--- config.mk ---
export PLATFORM = sky130hd
export DESIGN_NAME = z80_bus_cycle_ctrl
export DESIGN_NICKNAME = d
export VERILOG_FILES = /design/src/rtl/z80_bus_cycle_ctrl.sv
export SDC_FILE = /design/constraint.sdc
export NUM_CORES = 1
export LEC_CHECK = 0
export CELL_PAD_IN_SITES_DETAIL_PLACEMENT = 1
export CELL_PAD_IN_SITES_GLOBAL_PLACEMENT = 1
export CORE_MARGIN = 8
export CORE_UTILIZATION = 35
export CTS_CLUSTER_SIZE = 20
export DETAILED_ROUTE_END_ITERATION = 10
export MAX_ROUTING_LAYER = met4
export PLACE_DENSITY = 0.85
export SYNTH_ARGS = -nofsm -noshare
export SYNTH_HDL_FRONTEND = slang
export SYNTH_SLANG_ARGS = --single-unit
--- constraint.sdc ---
create_clock -name clk -period 2.83 [get_ports clk]
set_input_delay 0.283 -clock clk [delete_from_list [all_inputs] [get_ports clk]]
set_output_delay 0.283 -clock clk [all_outputs]
set_load 0.01 [all_outputs]
--- src/rtl/z80_bus_cycle_ctrl.sv ---
// Z80 machine-cycle sequencer: walks T-states for fetch/mem/io cycles, drives the
// active-low bus strobes from registered state and owns the refresh register R.
module z80_bus_cycle_ctrl #(
    parameter int IO_AUTO_WAIT = 1,
    parameter bit RFSH_EN      = 1'b1
) (
    input  logic       clk,
    input  logic       rst_L,
    input  logic       cyc_start,
    input  logic [2:0] cyc_type,
    input  logic       WAIT_L,
    input  logic       r_ld,
    input  logic [7:0] r_din,
    output logic       busy,
    output logic       cyc_done,
    output logic       data_latch,
    output logic       data_oe,
    output logic       rfsh_sel,
    output logic [7:0] r_out,
    output logic       M1_L,
    output logic       MREQ_L,
    output logic       IORQ_L,
    output logic       RD_L,
    output logic       WR_L,
    output logic       RFSH_L,
    output logic [2:0] state_dbg
);

    typedef enum logic [2:0] {
        IDLE = 3'd0,
        T1   = 3'd1,
        T2   = 3'd2,
        TA   = 3'd3,
        TW   = 3'd4,
        T3   = 3'd5,
        T4   = 3'd6
    } state_t;

    localparam logic [1:0] TA_LAST = (IO_AUTO_WAIT > 0) ? 2'(IO_AUTO_WAIT - 1) : 2'd0;

    state_t     state, state_n;
    logic [2:0] typ_q;
    logic [1:0] ta_cnt;
    logic [7:0] r_q;

    logic is_fetch, is_memrd, is_memwr, is_io, is_iord, is_iowr;
    logic final_st, accept, in_addr_ph, in_io_ph;

    assign is_fetch = (typ_q == 3'd0);
    assign is_memrd = (typ_q == 3'd1);
    assign is_memwr = (typ_q == 3'd2);
    assign is_iord  = (typ_q == 3'd3);
    assign is_iowr  = (typ_q == 3'd4);
    assign is_io    = is_iord | is_iowr;

    // T3 is the last state for everything except a fetch with refresh enabled.
    assign final_st = (state == T4) || ((state == T3) && !(is_fetch && RFSH_EN));
    assign accept   = cyc_start && (cyc_type <= 3'd4) && ((state == IDLE) || final_st);

    assign in_addr_ph = (state == T1) || (state == T2) || (state == TW);
    assign in_io_ph   = (state == T2) || (state == TA) || (state == TW) || (state == T3);

    always_ff @(posedge clk or negedge rst_L) begin
        if (!rst_L) begin
            state  <= IDLE;
            typ_q  <= 3'd0;
            ta_cnt <= 2'd0;
            r_q    <= 8'h00;
        end else begin
            state  <= state_n;
            if (accept) typ_q <= cyc_type;
            ta_cnt <= (state == TA) ? ta_cnt + 2'd1 : 2'd0;
            if (r_ld)
                r_q <= r_din;
            else if (final_st && is_fetch)
                r_q[6:0] <= r_q[6:0] + 7'd1;
        end
    end

    always_comb begin
        state_n = state;
        case (state)
            IDLE: if (accept) state_n = T1;
            T1:   state_n = T2;
            T2: begin
                if (is_io && (IO_AUTO_WAIT > 0)) state_n = TA;
                else                             state_n = WAIT_L ? T3 : TW;
            end
            TA:   if (ta_cnt == TA_LAST) state_n = WAIT_L ? T3 : TW;
            TW:   state_n = WAIT_L ? T3 : TW;
            T3: begin
                if (!final_st)   state_n = T4;
                else if (accept) state_n = T1;
                else             state_n = IDLE;
            end
            T4:   state_n = accept ? T1 : IDLE;
            default: state_n = IDLE;
        endcase
    end

    always_comb begin
        M1_L       = 1'b1;
        MREQ_L     = 1'b1;
        IORQ_L     = 1'b1;
        RD_L       = 1'b1;
        WR_L       = 1'b1;
        RFSH_L     = 1'b1;
        data_latch = 1'b0;
        data_oe    = 1'b0;
        rfsh_sel   = 1'b0;
        busy       = (state != IDLE);
        cyc_done   = final_st;
        if (is_fetch) begin
            if (in_addr_ph) begin
                M1_L   = 1'b0;
                MREQ_L = 1'b0;
                RD_L   = 1'b0;
                // read data is taken on the edge that leaves T2/TW for T3
                data_latch = ((state == T2) || (state == TW)) && WAIT_L;
            end
            if (RFSH_EN && ((state == T3) || (state == T4))) begin
                RFSH_L   = 1'b0;
                rfsh_sel = 1'b1;
                MREQ_L   = (state == T4);
            end
        end else if (is_memrd || is_memwr) begin
            if (in_addr_ph || (state == T3)) begin
                MREQ_L  = 1'b0;
                RD_L    = !is_memrd;
                WR_L    = !(is_memwr && (state != T1));
                data_oe = is_memwr;
            end
            data_latch = is_memrd && (state == T3);
        end else if (is_io) begin
            if (in_io_ph) begin
                IORQ_L = 1'b0;
                RD_L   = !is_iord;
                WR_L   = !is_iowr;
            end
            data_oe    = is_iowr && (in_io_ph || (state == T1));
            data_latch = is_iord && (state == T3);
        end
    end

    assign r_out     = r_q;
    assign state_dbg = state;

endmodule

==> Word-level counts from Yosys, hierarchy flattened <==
Index checks and enable logic that the tools add are counted.
{ "classes": {"bitwise": 1, "n_mux": 42, "n_eq_ne": 13, "add_sub_neg": 2, "order_cmp": 1, "n_reduce_logical": 32} }
{ "ops": {"columns": ["operator", "count"], "rows": [
  ["$mux W1", 34],
  ["$pmux W3 S7", 1],
  ["$mux W7", 2],
  ["$eq A3 B2 Y1 const B", 4],
  ["$eq A3 B3 Y1 const B", 4],
  ["$logic_or A1 B1 Y1", 12],
  ["$mux W3", 4],
  ["$logic_and A1 B1 Y1", 9],
  ["$add A7 B1 Y7 const B", 1],
  ["$eq A3 B1 Y1 const B", 2],
  ["$logic_not A3 Y1", 2],
  ["$logic_not A1 Y1", 5],
  ["$le A3 B3 Y1 const B", 1],
  ["$ne A3 B1 Y1 const B", 1],
  ["$reduce_bool A3 Y1", 1],
  ["$add A2 B1 Y2 const B", 1],
  ["$logic_not A2 Y1", 1],
  ["$mux W2", 1],
  ["$ne A2 B1 Y1 const B", 1],
  ["$ne A2 B2 Y1 const B", 1],
  ["$reduce_and A2 Y1", 1],
  ["$reduce_bool A2 Y1", 1],
  ["$or A1 B1 Y1", 1]
]} }
{ "totals": {"out_inout_bits": 22, "reg_bits": 16, "inputBits": 16} }

==> Longest topological paths before layout <==
Gate-level depths: netlist of run 1.
{ "logic_depth": {"ltp_word": 9, "depth_mapped": 6, "ltp_nobuf": 6} }

==> Worst setup path before layout of run 1 <==
OpenSTA, ideal clock, no wires.
{ "synth_timing": {"path_kind": "register to output", "startpoint": "reg state[0] (netlist: state_dbg[0])", "endpoint": "out data_oe", "path_slack_ps": 1178, "path_buffers": 0, "stages_incl_launch_ff": 4, "arrival_time_ps": 1369, "cell_sequence": "dfrtp_1 inv_1 o21bai_1 a2111oi_0"} }
{ "synth_between": {"elab_chain_len": 9, "word_cells_on_any_way": 17, "classes_between": "eq/ne: 5; mux: 4; reduce/logical: 8"} }
{ "synth_lines": {"columns": ["element", "line_no", "text"], "rows": [
  ["start: declaration", "41", "state_t state, state_n;"],
  ["start signal: assignment", "70", "state <= state_n;"],
  ["$eq A3 B2 Y1, on equally long branches", "60, 61", null],
  ["$logic_or A1 B1 Y1 (3 in a row)", "61", "assign in_io_ph = (state == T2) || (state == TA) || (state == TW) || (state == T3);"],
  ["$logic_or A1 B1 Y1", "140", "data_oe = is_iowr && (in_io_ph || (state == T1));"],
  ["$logic_and A1 B1 Y1", "140", null],
  ["$mux W1", "134", "end else if (is_io) begin"],
  ["$mux W1 *", "126", "end else if (is_memrd || is_memwr) begin"],
  ["$mux W1 *", "113", "if (is_fetch) begin"],
  ["end: declaration", "17", "output logic data_oe,"]
]} }
Every way passes the cells marked *; elsewhere a longest branch is shown, timed or not.

==> Final worst setup path of run 1 <==
Same ends and word-level chain as after synthesis.

==> results.py, run 1 <==
metrics = {
    "synthesis": {
        "netlist_area_sq_mm": 0.00111,
        "ys_types": 40,
        "synth.avg_cell_area_sq_um": 8.44,
        "synth_nets": 149,
        "ys_ff_latch": 16,
        "synthFlopType": "dfrtp_1",
        "ys_seq_area_frac": 0.362,
        "synth_cells": 131,
        "synth_edf_count": 0,
        "synthArstFlopShare": 1.00,
        "yosysWarnings": 0,
    },
    "cts": {
        "worstSkewPairLatency_ns": 0.29,
        "tritoncts": "yes",
        "cts_resized": 0,
        "cts_buffers": 3,
        "cts.sinks": 16,
        "post_cts_buffers": 0,
        "clkTransAtPathRegs_ns": 0.09,
        "clockBufferDepth": 2,
        "cts_max_level": 1,
        "holdBufCountCts": 0,
        "root_buffer": "clkbuf_4",
    },
    "global_routing": {
        "gr-total-overflow": 0,
        "grt_max_degree": 19,
        "grt_pass1_wl_um": 5800,
        "grt_pass1_vias": 1184,
        "grt_use_total": 0.142,
        "antenna_found_initial": 0,
    },
    "setup_path": {
        "cp.buffers_inverters": 2,
        "crit_fanout": 18,
        "cp.required_ns": 2.55,
        "worst-path-stages": 4,
        "slowest_delay_ns": 0.63,
        "cp-end-kind": "output pin",
        "crit_path_cell_trace": "inv_1, o21bai_1, a2111oi_0, clkdlybuf4s50_1",
        "worstPathArrival_ns": 2.26,
        "r2r_cells": 4,
        "regToRegSetupSlack_ns": 1.01,
        "cp-start-kind": "flip-flop",
        "crit_family": "buffers and inverters",
        "crit_path_top_delay_cell": "clkdlybuf4s50_1",
        "criticalPathCategory": "flip-flop to output pin",
    },
    "finish": {
        "drive_above_1_share": 0.0723,
        "nets": 185,
        "fillers": 372,
        "final_core_util": 0.508,
        "syn_to_final_growth_pct": 39.1,
        "diodes": 0,
        "fin_cells": 210,
    },
    "route": {
        "postRouteAntennaNets": 0,
        "dr_total_vias": 1074,
        "vias_per_cell": 5.11,
        "drtIter0Drc": 32,
        "drc": 0,
        "routedWlPerCell_um": 16.2,
        "dr.pass1.iters": 4,
        "wirelength_um": 3400,
    },
    "timing": {
        "drv_slew": 0,
        "final.min_clock_period_ns": 2.54,
        "finalSetupViolCount": 0,
        "max_slew.worst_pin.slew_ns": 0.749,
        "max_freq_mhz": 393,
        "tns_ns": 0,
        "relSlewSlack": 0.499,
        "hold_violations": 0,
        "rsz0062_at_grt": "no",
        "finClkSkew_ns": 0.000640,
        "fin_crit_sh": 0.899,
    },
    "floorplan": {
        "ioPinCount": 38,
        "die_h_um": 72.2,
        "die_x_um": 72.2,
        "num_rows": 20,
        "start_util": 0.365,
        "core-area_sq_mm": 0.00303,
        "die_area_sq_mm": 0.00522,
    },
    "power": {
        "ir_drop_v": 0.000496,
        "p_per_area_mw_per_mm2": 795,
        "p_leak_nw": 0.604,
    },
    "place": {
        "place_inst": 206,
        "io_buffers": 37,
        "routabilityCongestion": 0.843,
        "dpl.hpwl_um": 2670,
    },
    "run": {
        "maxCapViolCount": 0,
    },
    "run_status": {
        "run_status": "finished, final reports clean",
    },
    "worst_hold_path": {
        "hold_class": "input pin to asynchronous set/reset pin",
    },
}
state kept, by name (all words and copies together), names as in the netlist:
name and count:
typ_q 3, state_dbg 3, ta_cnt 2, r_out 8
worst register-to-register path, stage by stage, from the launching register on:
cell     delay (ns)
dfrtp_1        0.57
nor3_1         0.39
inv_1          0.16
a21oi_2        0.25
mux2_1         0.34
synth_stat cells (2+ instances only):
library cell	count	area, sq um
nand2_1	18	67.6
dfrtp_1	16	400
o21ai_0	14	70.1
inv_1	8	30.0
o21ai_1	6	30.0
xor2_1	6	52.6
nor2_1	5	18.8
nor2b_1	5	31.3
a21oi_1	4	20.0
clkbuf_1	4	15.0
nor3_1	4	20.0
and2_1	3	18.8
nand3_1	3	15.0
a2111oi_0	2	17.5
and3_1	2	12.5
buf_2	2	10.0
ha_1	2	25.0
mux2_1	2	22.5
nand4_1	2	12.5
nor4_1	2	12.5
xnor2_1	2	17.5
placed cells by master, fill, tap and decap left out, drive strengths merged, types with 2 or more instances in the layout:
| master | instances |
|---|---|
| xor2 | 6 |
| inv | 8 |
| nand2 | 18 |
| dfrtp | 16 |
| xnor2 | 2 |
| and3 | 2 |
| mux2 | 3 |
| and2 | 3 |
| a2111oi | 2 |
| nand4 | 2 |
| nor2b | 5 |
| clkbuf | 4 |
| nor3 | 5 |
| ha | 2 |
| nor4 | 2 |
| a21oi | 5 |
| nor2 | 5 |
| clkdlybuf4s50 | 37 |
| o21ai | 21 |
| nand3 | 3 |
cell type report:
class                      count  area [sq um]  area share
multi-input combinational    100           639       0.415
sequential                    16           400       0.260
timing repair buffer          38           378       0.246
tap                           44          55.1      0.0358
clock buffer                   4          36.3      0.0236
inverter                       8          30.0      0.0195
routing by layer:
| metal | global-route usage | vias up | share of wire |
|---|---|---|---|
| li1 | - | 529 | - |
| met1 | 0.161 | 527 | 0.43 |
| met2 | 0.248 | 16 | 0.53 |
| met3 | 0.0399 | 2 | 0.035 |
| met4 | 0.0136 | 0 | 0.0012 |
| met5 | - | - | 0 |
where the power goes:
| group | total [W] | internal, W | switching (W) |
|---|---|---|---|
| Clock | 0.000153 | 0.0000784 | 0.0000748 |
| Combinational | 0.000655 | 0.000331 | 0.000325 |
| Sequential | 0.000415 | 0.000278 | 0.000138 |
final timing paths:
kind | endpoint | from
max in group asynchronous | r_out[0] | rst_L
min in group clk | ta_cnt[0] | ta_cnt[0]
max | data_oe | state_dbg[0]
min | r_out[7] | rst_L
min reg2reg | ta_cnt[0] | ta_cnt[0]
max reg2reg | typ_q[2] | state_dbg[1]
kinds of logic (layout without fill, tap and decap cells):
kind of cell    after synthesis  in the layout  share of synthesized area
simple gates                 53             53                      0.259
compound gates               33             33                      0.193
flops                        16             16                      0.362
buf+inv                      15             50                     0.0600
xor+xnor                      8              8                     0.0634
mux                           4              4                     0.0396
fa+ha+maj                     2              2                     0.0226
per-stage QoR:
stage,total power [W],hold slack [ns],setup WS [ns],instance area (sq um)
final,0.00122,0.428,0.287,1540
after global routing,0.00132,0.460,0.101,1540
after CTS,0.00124,0.447,0.248,1540
after detailed placement,0.00108,0.433,0.582,1500
after global placement,0.00105,0.421,0.625,1500
after floorplan,0.000784,-0.0126,1.18,1110
(Power assumes the default switching activity.)
==> run 2: changes to the inputs <==
--- a/config.mk
+++ b/config.mk
@@ -7,7 +7,6 @@
 export LEC_CHECK = 0
 export CELL_PAD_IN_SITES_DETAIL_PLACEMENT = 1
 export CELL_PAD_IN_SITES_GLOBAL_PLACEMENT = 1
-export CORE_MARGIN = 8
 export CORE_UTILIZATION = 35
 export CTS_CLUSTER_SIZE = 20
 export DETAILED_ROUTE_END_ITERATION = 10
==> results.py, run 2 (synthesized netlist as in run 1, its figures left out) <==
metrics = {
    "finish": {
        "layout_common_cells": "clkdlybuf4s50_1 (37), nand2_1 (18), dfrtp_1 (16), o21ai_0 (14), inv_1 (8)",
        "nets": 185,
        "syn_to_final_growth_pct": 39.1,
        "layout_commonest_cell": "clkdlybuf4s50_1",
        "diodes": 0,
        "drive_above_1_share": 0.0723,
        "largest_reg_flops": 8,
    },
    "global_routing": {
        "grt_pass1_vias": 1077,
        "grt_max_degree": 19,
        "gr-total-overflow": 0,
        "grt_pass1_wl_um": 5200,
        "grt_use_total": 0.206,
        "antenna_found_initial": 0,
    },
    "floorplan": {
        "ioPinCount": 38,
        "num_rows": 20,
        "die_h_um": 58.2,
        "start_util": 0.365,
        "die_x_um": 58.2,
        "core-area_sq_mm": 0.00303,
        "die_area_sq_mm": 0.00339,
    },
    "setup_path": {
        "crit_fanout": 17,
        "cp.required_ns": 2.55,
        "cp-start-kind": "flip-flop",
        "cp-end-kind": "output pin",
        "worstPathArrival_ns": 2.27,
        "criticalPathCategory": "flip-flop to output pin",
        "regToRegSetupSlack_ns": 0.92,
    },
    "power": {
        "p_per_area_mw_per_mm2": 795,
        "switchingPower_w": 0.000536,
        "ir_drop_v": 0.000503,
        "p_sw_frac": 0.439,
        "power.share.clock": 0.128,
        "pwr-share-comb": 0.529,
        "seqPwrFrac": 0.344,
        "p_leak_nw": 0.604,
        "intPower_w": 0.000687,
    },
    "worst_hold_path": {
        "hold_class": "input pin to asynchronous set/reset pin",
    },
    "cts": {
        "cts_resized": 0,
        "holdBufCountCts": 0,
        "root_buffer": "clkbuf_4",
        "tritoncts": "yes",
        "worstSkewPairLatency_ns": 0.30,
        "cts.sinks": 16,
        "cts_buffers": 3,
        "clkTransAtPathRegs_ns": 0.10,
        "cts_max_level": 1,
        "clockBufferDepth": 2,
        "post_cts_buffers": 0,
    },
    "timing": {
        "hold_violations": 0,
        "rsz0062_at_grt": "no",
        "max_freq_mhz": 391,
        "timing.final.ws_setup_ns": 0.273,
        "fin_crit_sh": 0.903,
        "final.min_clock_period_ns": 2.56,
        "tns_ns": 0,
        "hold_slack_ns": 0.416,
        "relSlewSlack": 0.506,
        "max_slew.worst_pin.slew_ns": 0.739,
        "drv_slew": 0,
        "finalSetupViolCount": 0,
        "finClkSkew_ns": 0.00165,
    },
    "route": {
        "drtIter0Drc": 21,
        "dr.pass1.iters": 4,
        "wirelength_um": 3120,
        "drc": 0,
        "postRouteAntennaNets": 0,
        "dr_total_vias": 1074,
        "routedWlPerCell_um": 14.8,
        "vias_per_cell": 5.11,
    },
    "place": {
        "routabilityCongestion": 0.876,
        "dpl.hpwl_um": 2380,
        "io_buffers": 37,
        "dp_worst_setup_slack_ns": 0.596,
    },
    "run": {
        "maxCapViolCount": 0,
    },
    "run_status": {
        "run_status": "finished, final reports clean",
    },
}
## run 2: power by group through the flow
stage / sequential (W) / clock [W] / combinational [W]
finish: 0.000420 / 0.000156 / 0.000647
global route: 0.000440 / 0.000171 / 0.000705
CTS: 0.000419 / 0.000162 / 0.000649
detailed placement: 0.000423 / 0 / 0.000645
global placement: 0.000416 / 0 / 0.000621
floorplan: 0.000338 / 0 / 0.000446
## run 2: metal layers
layer  up-vias  GRT usage  wire length [um]
met2        21      0.330              1560
met3         2     0.0491                91
li1        526          -                 -
met5         -          -                 0
met1       525      0.270              1450
met4         0     0.0340                14
## run 2: worst paths after layout
check,cells after the start,startpoint,to
worst max register to register,5,state_dbg[2],typ_q[0]
worst max-delay path,4,state_dbg[1],WR_L
worst min register to register,1,ta_cnt[0],ta_cnt[0]
worst min-delay path,1,rst_L,r_out[7]
max in group asynchronous,1,rst_L,r_out[4]
min in group clk,1,ta_cnt[0],ta_cnt[0]
## run 2: final cells by class
cell class              instances  area [sq um]
repair buffers                 38           378
flip-flops and latches         16           400
inverters                       8          30.0
clock buffers                   4          36.3
well taps                      44          55.1
multi-input cells             100           639
fillers                       356          1490
## run 2: through the flow
step                      total power (W)  instance area (sq um)   util  instances
after detailed placement          0.00107                   1500  0.496        206
after global placement            0.00104                   1500  0.496        206
after global routing              0.00132                   1540  0.508        210
after CTS                         0.00123                   1540  0.508        210
final                             0.00122                   1540  0.508        210
after floorplan                  0.000784                   1110      -        131
## run 2: worst max-delay path, stage by stage, from the launching register on
cell and delay, ns:
dfrtp_1 0.56, nor2b_1 0.38, nor2_1 0.13, or4_1 0.41, clkdlybuf4s50_1 0.49
